===== src/rtl/dout_rr_arbiter.sv =====
// rtl/dout_rr_arbiter.sv - round-robin burst arbiter sharing one registered dout stream among REQ_NUM requesters
// Optional forced release of a stalled owner: define DOUT_ARB_TIMEOUT_EN.
module dout_rr_arbiter #(
    parameter int DWIDTH    = 16,
    parameter int REQ_NUM   = 4,
    parameter int BURST_MAX = 8,
    parameter int TIMEOUT   = 16,
    localparam int IW = (REQ_NUM > 1) ? $clog2(REQ_NUM) : 1,
    localparam int CW = (BURST_MAX > 1) ? $clog2(BURST_MAX) : 1
) (
    input  logic                      clk,
    input  logic                      rst,
    input  logic [REQ_NUM-1:0]        req_valid,
    input  logic [REQ_NUM*DWIDTH-1:0] req_data,
    input  logic [REQ_NUM-1:0]        req_last,
    output logic [REQ_NUM-1:0]        req_ready,
    output logic                      dout_valid,
    output logic [DWIDTH-1:0]         dout_data,
    input  logic                      dout_ready,
    output logic [IW-1:0]             grant_id,
    output logic                      busy
);

    typedef enum logic {IDLE, GRANT} state_t;

    state_t              state_q, state_d;
    logic [IW-1:0]       rr_ptr;
    logic [IW-1:0]       pick;
    logic [IW-1:0]       next_ptr;
    logic [CW-1:0]       beat_cnt;
    logic [DWIDTH-1:0]   owner_data;
    logic                found;
    logic                owner_valid;
    logic                out_free;
    logic                accept;
    logic                burst_end;
    logic                stall_end;

    assign owner_valid = req_valid[grant_id];
    assign owner_data  = req_data[grant_id*DWIDTH +: DWIDTH];
    assign out_free    = !dout_valid || dout_ready;
    assign next_ptr    = (grant_id == IW'(REQ_NUM-1)) ? '0 : grant_id + 1'b1;
    assign busy        = (state_q == GRANT);

    // Circular search starting at rr_ptr; the first hit wins.
    always_comb begin
        int            idx;
        logic [IW-1:0] cand;
        found = 1'b0;
        pick  = '0;
        idx   = 0;
        cand  = '0;
        for (int k = 0; k < REQ_NUM; k++) begin
            idx = int'(rr_ptr) + k;
            if (idx >= REQ_NUM) idx = idx - REQ_NUM;
            cand = IW'(idx);
            if (!found && req_valid[cand]) begin
                found = 1'b1;
                pick  = cand;
            end
        end
    end

`ifdef DOUT_ARB_TIMEOUT_EN
    localparam int TW = (TIMEOUT > 1) ? $clog2(TIMEOUT) : 1;
    logic [TW-1:0] idle_cnt;

    // Release fires on the TIMEOUT-th consecutive cycle the owner has nothing to send.
    assign stall_end = busy && !owner_valid && (idle_cnt == TW'(TIMEOUT-1));

    always_ff @(posedge clk) begin
        if (rst || !busy || accept || stall_end) begin
            idle_cnt <= '0;
        end else if (!owner_valid) begin
            idle_cnt <= idle_cnt + 1'b1;
        end
    end
`else
    assign stall_end = 1'b0;
`endif

    always_comb begin
        state_d   = state_q;
        req_ready = '0;
        accept    = 1'b0;
        burst_end = 1'b0;
        case (state_q)
            IDLE: begin
                if (found) state_d = GRANT;
            end
            GRANT: begin
                req_ready[grant_id] = out_free;
                accept    = owner_valid && out_free;
                burst_end = accept && (req_last[grant_id] || beat_cnt == CW'(BURST_MAX-1));
                if (burst_end || stall_end) state_d = IDLE;
            end
            default: state_d = IDLE;
        endcase
    end

    always_ff @(posedge clk) begin
        if (rst) begin
            state_q    <= IDLE;
            rr_ptr     <= '0;
            grant_id   <= '0;
            beat_cnt   <= '0;
            dout_valid <= 1'b0;
            dout_data  <= '0;
        end else begin
            state_q <= state_d;
            if (state_q == IDLE && found) begin
                grant_id <= pick;
                beat_cnt <= '0;
            end
            // A draining beat in IDLE still clears on dout_ready.
            if (accept) begin
                dout_valid <= 1'b1;
                dout_data  <= owner_data;
                beat_cnt   <= beat_cnt + 1'b1;
            end else if (dout_ready) begin
                dout_valid <= 1'b0;
            end
            if (burst_end || stall_end) rr_ptr <= next_ptr;
        end
    end

endmodule


===== config.mk =====
export PLATFORM = sky130hd
export DESIGN_NAME = dout_rr_arbiter
export DESIGN_NICKNAME = d
export VERILOG_FILES = /design/src/rtl/dout_rr_arbiter.sv
export SDC_FILE = /design/constraint.sdc
export NUM_CORES = 1
export LEC_CHECK = 0
export CELL_PAD_IN_SITES_DETAIL_PLACEMENT = 1
export CELL_PAD_IN_SITES_GLOBAL_PLACEMENT = 1
export CORE_MARGIN = 2
export CORE_UTILIZATION = 24
export CTS_BUF_LIST = sky130_fd_sc_hd__clkbuf_4 sky130_fd_sc_hd__clkbuf_8
export CTS_CLUSTER_DIAMETER = 60
export CTS_CLUSTER_SIZE = 28
export DETAILED_ROUTE_END_ITERATION = 10
export MAX_ROUTING_LAYER = met4
export PLACE_DENSITY = 0.9
export SKIP_CTS_REPAIR_TIMING = 1
export SYNTH_ARGS = -nofsm -noshare
export SYNTH_HDL_FRONTEND = slang
export SYNTH_SLANG_ARGS = --single-unit

===== constraint.sdc =====
create_clock -name clk -period 1.5 [get_ports clk]
set_input_delay 0.225 -clock clk [delete_from_list [all_inputs] [get_ports clk]]
set_output_delay 0.225 -clock clk [all_outputs]
set_load 0.1 [all_outputs]

After elaboration in Yosys (flattened, before gate mapping)
Index checks and enable logic that the tools add are counted. Widths: inputs -> output; s select.

Register bits after elaboration: 25. Bits of input ports: 75. Word-level logic and storage cells: 82.

Add/sub/neg operators: 9. Magnitude comparators: 10. Equal/unequal tests: 2. Shifts and indexed selects: 1. Mux-type cells: 37. Bitwise operators: 2. Reductions and logical operators: 15.

Operators by type and width (number): $shiftx 64x7->16 (1); $mux 2 (9); $mux 1 (17); $lt 2x3->1 const B (5); $bmux 1 s2 (6); $ge 3x3->1 const B (3); $sub 2x1->2 const B (4); $logic_and 1x1->1 (7); $add 2x2->3 const B (2); $mux 3 (2); $and 4x4->4 (1); $logic_not 1->1 (4); $mux 4 (1); $reduce_bool 2->1 (2); $add 2x1->3 const B (1); $add 3x1->3 const B (1); $eq 3x3->1 const B (1); $ge 2x3->1 const B (1); $add 2x1->2 const B (1); $demux 1 s2 (1); $eq 2x2->1 const B (1); $ge 2x1->1 const B (1); $logic_or 1x1->1 (2); $pmux 1 s2 (1); $not 1->1 (1).

Longest topological paths before layout
Gate-level depths: netlist of the first run.

Depth in word-level cells: 17. Depth in mapped cells: 6.

Worst setup path before layout of the first run
OpenSTA, ideal clock, no wires.

Path type: reg2out. Start: register grant_id[1]. End: output port req_ready[0]. Arrival: 2.446 ns. Slack: -1.171 ns. Stages on the path, launching flop included: 6. Path buffers: 2. Cells stage by stage: dfxtp_1 > buf_2 > buf_1 > inv_1 > ha_1 > and3_1.

Word-level cells in the longest chain between the ends: 6.

Ends and longest elaborated chain: start, declared (RTL line 20) `output logic [IW-1:0] grant_id,`; start signal, assigned (RTL line 112) `grant_id <= pick;`; $lt 2x3->1 (implied by the code) / $ge 2x1->1 (equally long branches) (RTL line 92) `req_ready[grant_id] = out_free;`; $logic_and 1x1->1 (implied by the code) (RTL line 92); $mux 1 (implied by the code) (RTL line 92); $demux 1 s2 (*) (RTL line 92); $and 4x4->4 (no source line) (*); $mux 4 (*) (RTL line 87) `case (state_q)`; end, declared (RTL line 16) `output logic [REQ_NUM-1:0] req_ready,`.

Mark *: on every way between the ends. The rest lies on a longest branch, timed or not.

Worst setup path in the final report of the first run
Start: register grant_id[0]. End: register rr_ptr[0].

Word-level cells in the longest chain between the ends: 5.

Ends and longest elaborated chain: $bmux 1 s2, on equally long branches (RTL line 39, 94); $mux 1, on equally long branches (RTL line 39, 94); $logic_and 1x1->1 / $logic_or 1x1->1 (equally long branches) (RTL line 93, 94); $logic_and 1x1->1 (RTL line 94) `burst_end = accept && (req_last[grant_id] || beat_cnt == CW'(BURST_MAX-1));`; $mux 1 (RTL line 87); end signal, assigned (RTL line 123) `if (burst_end || stall_end) rr_ptr <= next_ptr;`; end, declared (RTL line 27) `logic [IW-1:0] rr_ptr;`.

Parallel ways exist; a longest one is shown, timed or not. The select of a mux whose other input is x is not followed. A chain may end at the register's enable or synchronous reset.

==> summary.md, run 1 <==
| Metric | Value |
|---|---|
| Vias in the first global route | `1,820` |
| # DRC | `0` |
| DR iter-0 viols | `32` |
| GR Util All Layers | `0.168` |
| Synth area leaders | `dfxtp_1, mux4_2, nand2_1, a21oi_1, ha_1` |
| Synthesized flop and latch total | `25` |
| WS Path Type | `flop to flop` |
| Die area | `0.00699 mm²` |
| Netlist cell types | `28` |
| Seq/Total Area, Yosys | `0.329` |
| Vias | `1,678` |
| Clock sink count | `25` |
| Post-synthesis xor/xnor area fraction | `0` |
| Clock transition at the registers of the reported paths | `0.09 ns` |
| Final nets | `350` |
| Final period util | `1.06` |
| Wire per inst | `17.3 µm` |
| Synth-to-Final Area Change | `109%` |
| Grt ovf | `0` |
| # IOs | `99` |
| Core area | `0.00624 mm²` |
| CTS Buf Count | `3` |
| Most frequent cells in the layout | `clkdlybuf4s50_1, nand2_1, buf_12` |
| Critical path required time | `1.67 ns` |
| Largest net degree at the start of global routing | `21` |
| Synth Area per Inst | `9.82 µm²` |
| Initial core utilization | `0.244` |
| CTS H-tree lvls | `1` |
| Measured slew at the worst slew-check pin | `0.349 ns` |
| Most common cell after layout, fill and taps aside | `clkdlybuf4s50_1` |
| Post-Syn Area | `0.00152 mm²` |
| Remaining antenna violation count | `0` |
| Largest family of logic cells by synthesized area | `multiplexers` |
| Max-Cap Viols | `0` |
| Dpl hpwl | `4600 µm` |
| Hold Violations, Final | `0` |
| CP max FO | `3` |
| Post-Route WL | `5950 µm` |
| Crit. End Element | `flop` |
| Final Non-Filler Cells | `345` |
| Final GP Congestion | `0.816` |
| Max-slew headroom | `0.767` |
| Clock buffer depth | `2` |
| Max Freq | `0.627 GHz` |
| Startpoint Class | `flop` |
| Die W | `83.6 µm` |
| Top-area cell type share of the netlist area | `0.329` |
| Worst Path Arrival | `1.76 ns` |
| Final clock skew | `0.00271 ns` |
| Port-buffer cells | `98` |
| Failing checks | `negative setup slack` |
| Leakage power | `1.17 nW` |
| Final min period | `1.60 ns` |
| Mux contribution to synthesized area | `0.287` |
| Compound-Gate Fraction of Synth Area | `0.102` |
| Adder-cell share of the synthesized area | `0.0493` |
| Yosys warnings | `0` |
| Setup WS post-layout | `-0.0960 ns` |
| Final setup viols | `18` |
| Synth Area in Simple Gates | `0.172` |
| Clock root cell | `clkbuf_8` |
| Maximum vdd ir drop | `0.000386 V` |
| # placed instances | `333` |
| Layout cells sized above 1 | `0.351` |
| Status | `finished, violations left` |
| Largest area contributor in the netlist | `dfxtp_1` |
| Total Power | `2.37 mW` |
| Antenna diode count | `0` |
| Number of core rows | `29` |
| Drt first pass iters | `4` |
| R2R Setup Slk | `-0.1 ns` |
| Die height | `83.6 µm` |
| Initial antenna violation count | `0` |
| Clk_lat worst skew | `0.27 ns` |
| First-pass GRT wire length | `9110 µm` |
| Hold/Removal Path Class | `flop to flop` |
| RSZ-0062 raised after global routing | `true` |
| CTS tree | `yes` |
| Mapped Cells | `155` |
| P per Cell Area | `746 mW/mm²` |
| Max-slew violations | `0` |
| Syn Nets | `236` |
| Vias/cell | `4.86` |
[synth_stat cells (all sizes together)]
master / n
nor2b: 1
o22ai: 1
ha: 6
nand2: 35
nor3: 2
inv: 5
clkbuf: 3
nor2: 3
o41ai: 1
a22oi: 1
mux2: 1
nor4: 1
o21ai: 1
or2: 1
nand2b: 4
and3: 6
mux4: 18
a221o: 1
buf: 9
dfxtp: 25
nand3: 4
a21o: 1
nand3b: 1
a21oi: 22
mux2i: 2
[layer usage]
metal / global-route usage / wire (µm) / vias up
met2: 0.329 / 3450 / 40
li1: - / - / 789
met3: 0.0336 / 189 / 6
met1: 0.171 / 2250 / 843
met4: 0.0337 / 61 / 0
met5: - / 0 / -
[flip-flops by register name, summed over array words and instances, names as in the netlist]
signal and count:
beat_cnt 3, busy 1, dout_data 16, dout_valid 1
grant_id 2, rr_ptr 2
[worst max-delay path: stages (launching register included)]
cell	delay (ns)
dfxtp_4	0.40
buf_6	0.11
mux4_2	0.53
nor2_4	0.14
nor2_2	0.05
mux2_2	0.27
[power breakdown]
group          switching [mW]  leakage, nW  internal [mW]  total [mW]
logic                   0.607        0.934          0.585        1.19
clock network           0.226       0.0255          0.186       0.413
registers              0.0554        0.206          0.712       0.767
total                   0.889         1.17           1.48        2.37
[cell type report]
class                      instances  area [µm²]
multi-input combinational        113        1050
clock inverter                     1        5.00
tap                               77        96.3
timing repair buffer             121        1450
inverter                           5        31.3
sequential                        25         510
fill                             666        3060
clock buffer                       3        41.3
[path summary, 6_finish.rpt]
kind                startpoint            to  cells past startpoint
setup reg to reg   grant_id[0]     rr_ptr[0]                      5
setup / recovery   grant_id[0]     rr_ptr[0]                      5
hold reg to reg   dout_data[8]  dout_data[8]                      2
hold / removal    dout_data[8]  dout_data[8]                      2
[kinds of logic (layout without fill, tap and decap cells)]
| family | after synthesis | count (layout) |
|---|---|---|
| AND/OR/NAND/NOR | 58 | 58 |
| flip-flops | 25 | 25 |
| AO/OA/AOI/OAI | 28 | 28 |
| buffers and inverters | 17 | 130 |
| adder cells (fa/ha/maj) | 6 | 6 |
| multiplexers | 21 | 21 |
[through the flow]
stage	worst slack, ns	utilization	setup TNS (ns)	hold slack, ns	cell area, µm²
after floorplan	-0.273	-	-5.34	0.426	1580
after global placement	-0.255	0.471	-5.51	0.458	2940
after detailed placement	-0.307	0.471	-7.07	0.477	2940
after CTS	-0.299	0.478	-1.79	0.490	2980
after global routing	-0.146	0.510	-2.25	0.514	3180
final	-0.0960	0.510	-0.675	0.495	3180
(Power assumes the default switching activity.)
==> inputs of run 2 (changes only) <==
==> constraint.sdc (replaced) <==
create_clock -name clk -period 1.5 [get_ports clk]
set_input_delay 0.3 -clock clk [delete_from_list [all_inputs] [get_ports clk]]
set_output_delay 0.3 -clock clk [all_outputs]
set_load 0.1 [all_outputs]
==> run 2 against run 1 <==
The run still ends with negative setup slack left; clock skew grew 0.0033 ns; sequential power grew 1%; utilization shrank 0.68 points; die area is the same; routed wire length shrank 4.4%; register-to-register slack gained 0.08 ns; maximum frequency shrank 2.4%; flip-flop and latch count is the same; first-iteration DRC count grew 34%; clock power grew 3%; critical endpoint is now req_ready[2]; largest cell class unchanged.
==> summary.md, run 2 (synthesis results as in run 1) <==
| Metric | Value |
|---|---|
| Status | `finished, violations left` |
| Failing checks | `negative setup slack` |
| Largest net degree at the start of global routing | `21 (unchanged)` |
| WP buf/inv | `3 (+2)` |
| Family with the most delay on the worst path | `flip-flops` |
| Initial antenna violation count | `0 (unchanged)` |
| Number of core rows | `29 (unchanged)` |
| Remaining antenna violation count | `0 (unchanged)` |
| DR WL met3 | `228 µm (+21%)` |
| Critical Path Slowest Stage Cell | `dfxtp_4` |
| Reg2Reg Depth | `6 (+1)` |
| CP startpoint | `grant_id[0]` |
| Worst Path Arrival | `1.34 ns (-0.42 ns)` |
| Final core occ | `0.503 (-0.00682)` |
| CP Cell Sequence | `buf_8, inv_6, ha_4, and3_4, buf_12` |
| # DRC | `0 (unchanged)` |
| Biggest regs | `dout_data x16, beat_cnt x3` |
| Max-Cap Viols | `0 (unchanged)` |
| Die W | `83.6 µm (unchanged)` |
| Post-Place Setup Slack | `-0.461 ns (-0.153 ns)` |
| Worst setup path end | `req_ready[2]` |
| Worst R2R Start | `grant_id[0]` |
| Measured slew at the worst slew-check pin | `0.296 ns (-0.0534 ns)` |
| Final GP Congestion | `0.792 (-2.9%)` |
| Clk_lat worst skew | `0.27 ns (about the same)` |
| Most common cell after layout, fill and taps aside | `clkdlybuf4s50_1` |
| Vias | `1,637 (-2.4%)` |
| Biggest register | `dout_data` |
| Clock root cell | `clkbuf_8` |
| # placed instances | `334 (+0.30%)` |
| Comb power frac | `0.492 (-0.010)` |
| Hold/Removal Path Class | `primary input to flop` |
| Dpl hpwl | `4700 µm (+2.3%)` |
| Die height | `83.6 µm (unchanged)` |
| FF-to-FF End | `dout_data[3]` |
| Drt first pass iters | `4 (unchanged)` |
| Post-Route WL | `5690 µm (-4.4%)` |
| Antenna diode count | `0 (unchanged)` |
| # IOs | `99 (unchanged)` |
| Total Power | `2.36 mW (-0.49%)` |
| DR iter-0 viols | `43 (+34%)` |
| Clock buffer depth | `2 (unchanged)` |
| Max-slew headroom | `0.801 (+0.0345)` |
| CTS tree | `yes` |
| Startpoint Class | `flop` |
| Die area | `0.00699 mm² (unchanged)` |
| CTS H-tree lvls | `1 (unchanged)` |
| Max-slew violations | `0 (unchanged)` |
| Synth-to-Final Area Change | `106%` |
| Post-Route M1 WL | `2050 µm (-8.8%)` |
| Crit. End Element | `primary output` |
| Clock sink count | `25 (unchanged)` |
| Vias in the first global route | `1,819 (-0.055%)` |
| Critical path required time | `1.20 ns (-0.47 ns)` |
| GR Util All Layers | `0.165 (-0.00238)` |
| Wire per inst | `16.7 µm (-3.3%)` |
| Setup WS post-layout | `-0.135 ns (-0.0393 ns)` |
| Port-buffer cells | `98 (unchanged)` |
| Switching Fraction | `0.369 (-0.00615)` |
| Final nets | `346 (-1.1%)` |
| Initial core utilization | `0.244 (unchanged)` |
| Grt ovf | `0 (unchanged)` |
| Most frequent cells in the layout | `clkdlybuf4s50_1, nand2_1, buf_12` |
| R2R Setup Slk | `-0.02 ns (+0.08 ns)` |
| First-pass GRT wire length | `8950 µm (-1.7%)` |
| Final Non-Filler Cells | `341 (-1.2%)` |
| Switch Pwr | `870 µW (-2.1%)` |
| Largest stage delay on the critical path | `0.38 ns (-0.15 ns)` |
| Core area | `0.00624 mm² (unchanged)` |
| Clock transition at the registers of the reported paths | `0.09 ns (about the same)` |
| Vias/cell | `4.80 (-1.3%)` |
| Maximum vdd ir drop | `0.000449 V (+16%)` |
| Setup TNS | `-0.708 ns (-0.0330 ns)` |
| CP max FO | `5 (+2)` |
| Highest metal used | `met4` |
| Final setup viols | `17 (-1)` |
| P per Cell Area | `752 mW/mm² (+0.85%)` |
| Final period util | `1.09 (+0.0262)` |
| Layout cells sized above 1 | `0.348 (-0.00226)` |
| Stages on the worst setup path | `5 (unchanged)` |
| Placed inst area | `0.00297 mm² (+0.94%)` |
| Fillers | `660 (-0.90%)` |
| Leakage power | `1.17 nW (about the same)` |
| Routed wl met2 | `3250 µm (-5.8%)` |
| Hold Violations, Final | `0 (unchanged)` |
| CTS Buf Count | `3 (unchanged)` |
| Final min period | `1.64 ns (+0.0393 ns)` |
| Final Hold Slack | `0.333 ns (-0.161 ns)` |
| RSZ-0062 raised after global routing | `true` |
| Seq pwr share | `0.328 (+0.004)` |
| Max FFs per register | `16 (unchanged)` |
| Final clock skew | `0.00604 ns (+0.00333 ns)` |
| Max Freq | `0.612 GHz (-2.4%)` |
| P_int | `1.49 mW (+0.48%)` |
| Finished Cell Area | `0.00314 mm² (-1.3%)` |
| WS Path Type | `flop to primary output` |
| Clk pwr share | `0.180 (+0.006)` |
==> run 2: how the worst min path moves through the flow <==
| stage | startpoint | endpoint | slack [ns] | cells after the start |
|---|---|---|---|---|
| after global routing | dout_ready | dout_valid | 0.34 | 3 |
| after detailed placement | beat_cnt[2] | beat_cnt[2] | 0.48 | 2 |
| final | dout_ready | dout_valid | 0.33 | 3 |
| after floorplan | beat_cnt[1] | beat_cnt[1] | 0.45 | 2 |
| after global placement | beat_cnt[1] | beat_cnt[1] | 0.46 | 2 |
| after CTS | beat_cnt[2] | beat_cnt[2] | 0.50 | 2 |
==> run 2: worst register-to-register path, stage by stage (launching register included) <==
cell and delay, ns:
dfxtp_4 0.40, buf_8 0.14, buf_4 0.12, buf_12 0.11, mux4_2 0.50, nand2_1 0.10, a21oi_2 0.05
==> run 2: routing by layer <==
metal / track usage / up-vias
met4: 0.0543 / 0
met3: 0.0386 / 14
li1: - / 778
met1: 0.158 / 804
met5: - / -
met2: 0.323 / 41
==> run 2: area by class of cell <==
type	instances	area [µm²]	share of cell area
multi-input combinational	113	1030	0.330
sequential	25	515	0.164
clock buffer	4	48.8	0.0155
timing repair buffer	117	1420	0.452
inverter	5	23.8	0.00757
tap	77	96.3	0.0307
==> run 2: power groups by stage <==
stage,combinational [mW],sequential [mW],clock [mW]
6_report,1.16,0.775,0.425
3_5_place_dp,1.13,0.788,0
3_3_place_gp,1.11,0.785,0
5_1_grt,1.22,0.783,0.468
4_1_cts,1.13,0.773,0.443
2_1_floorplan,0.353,1.06,0
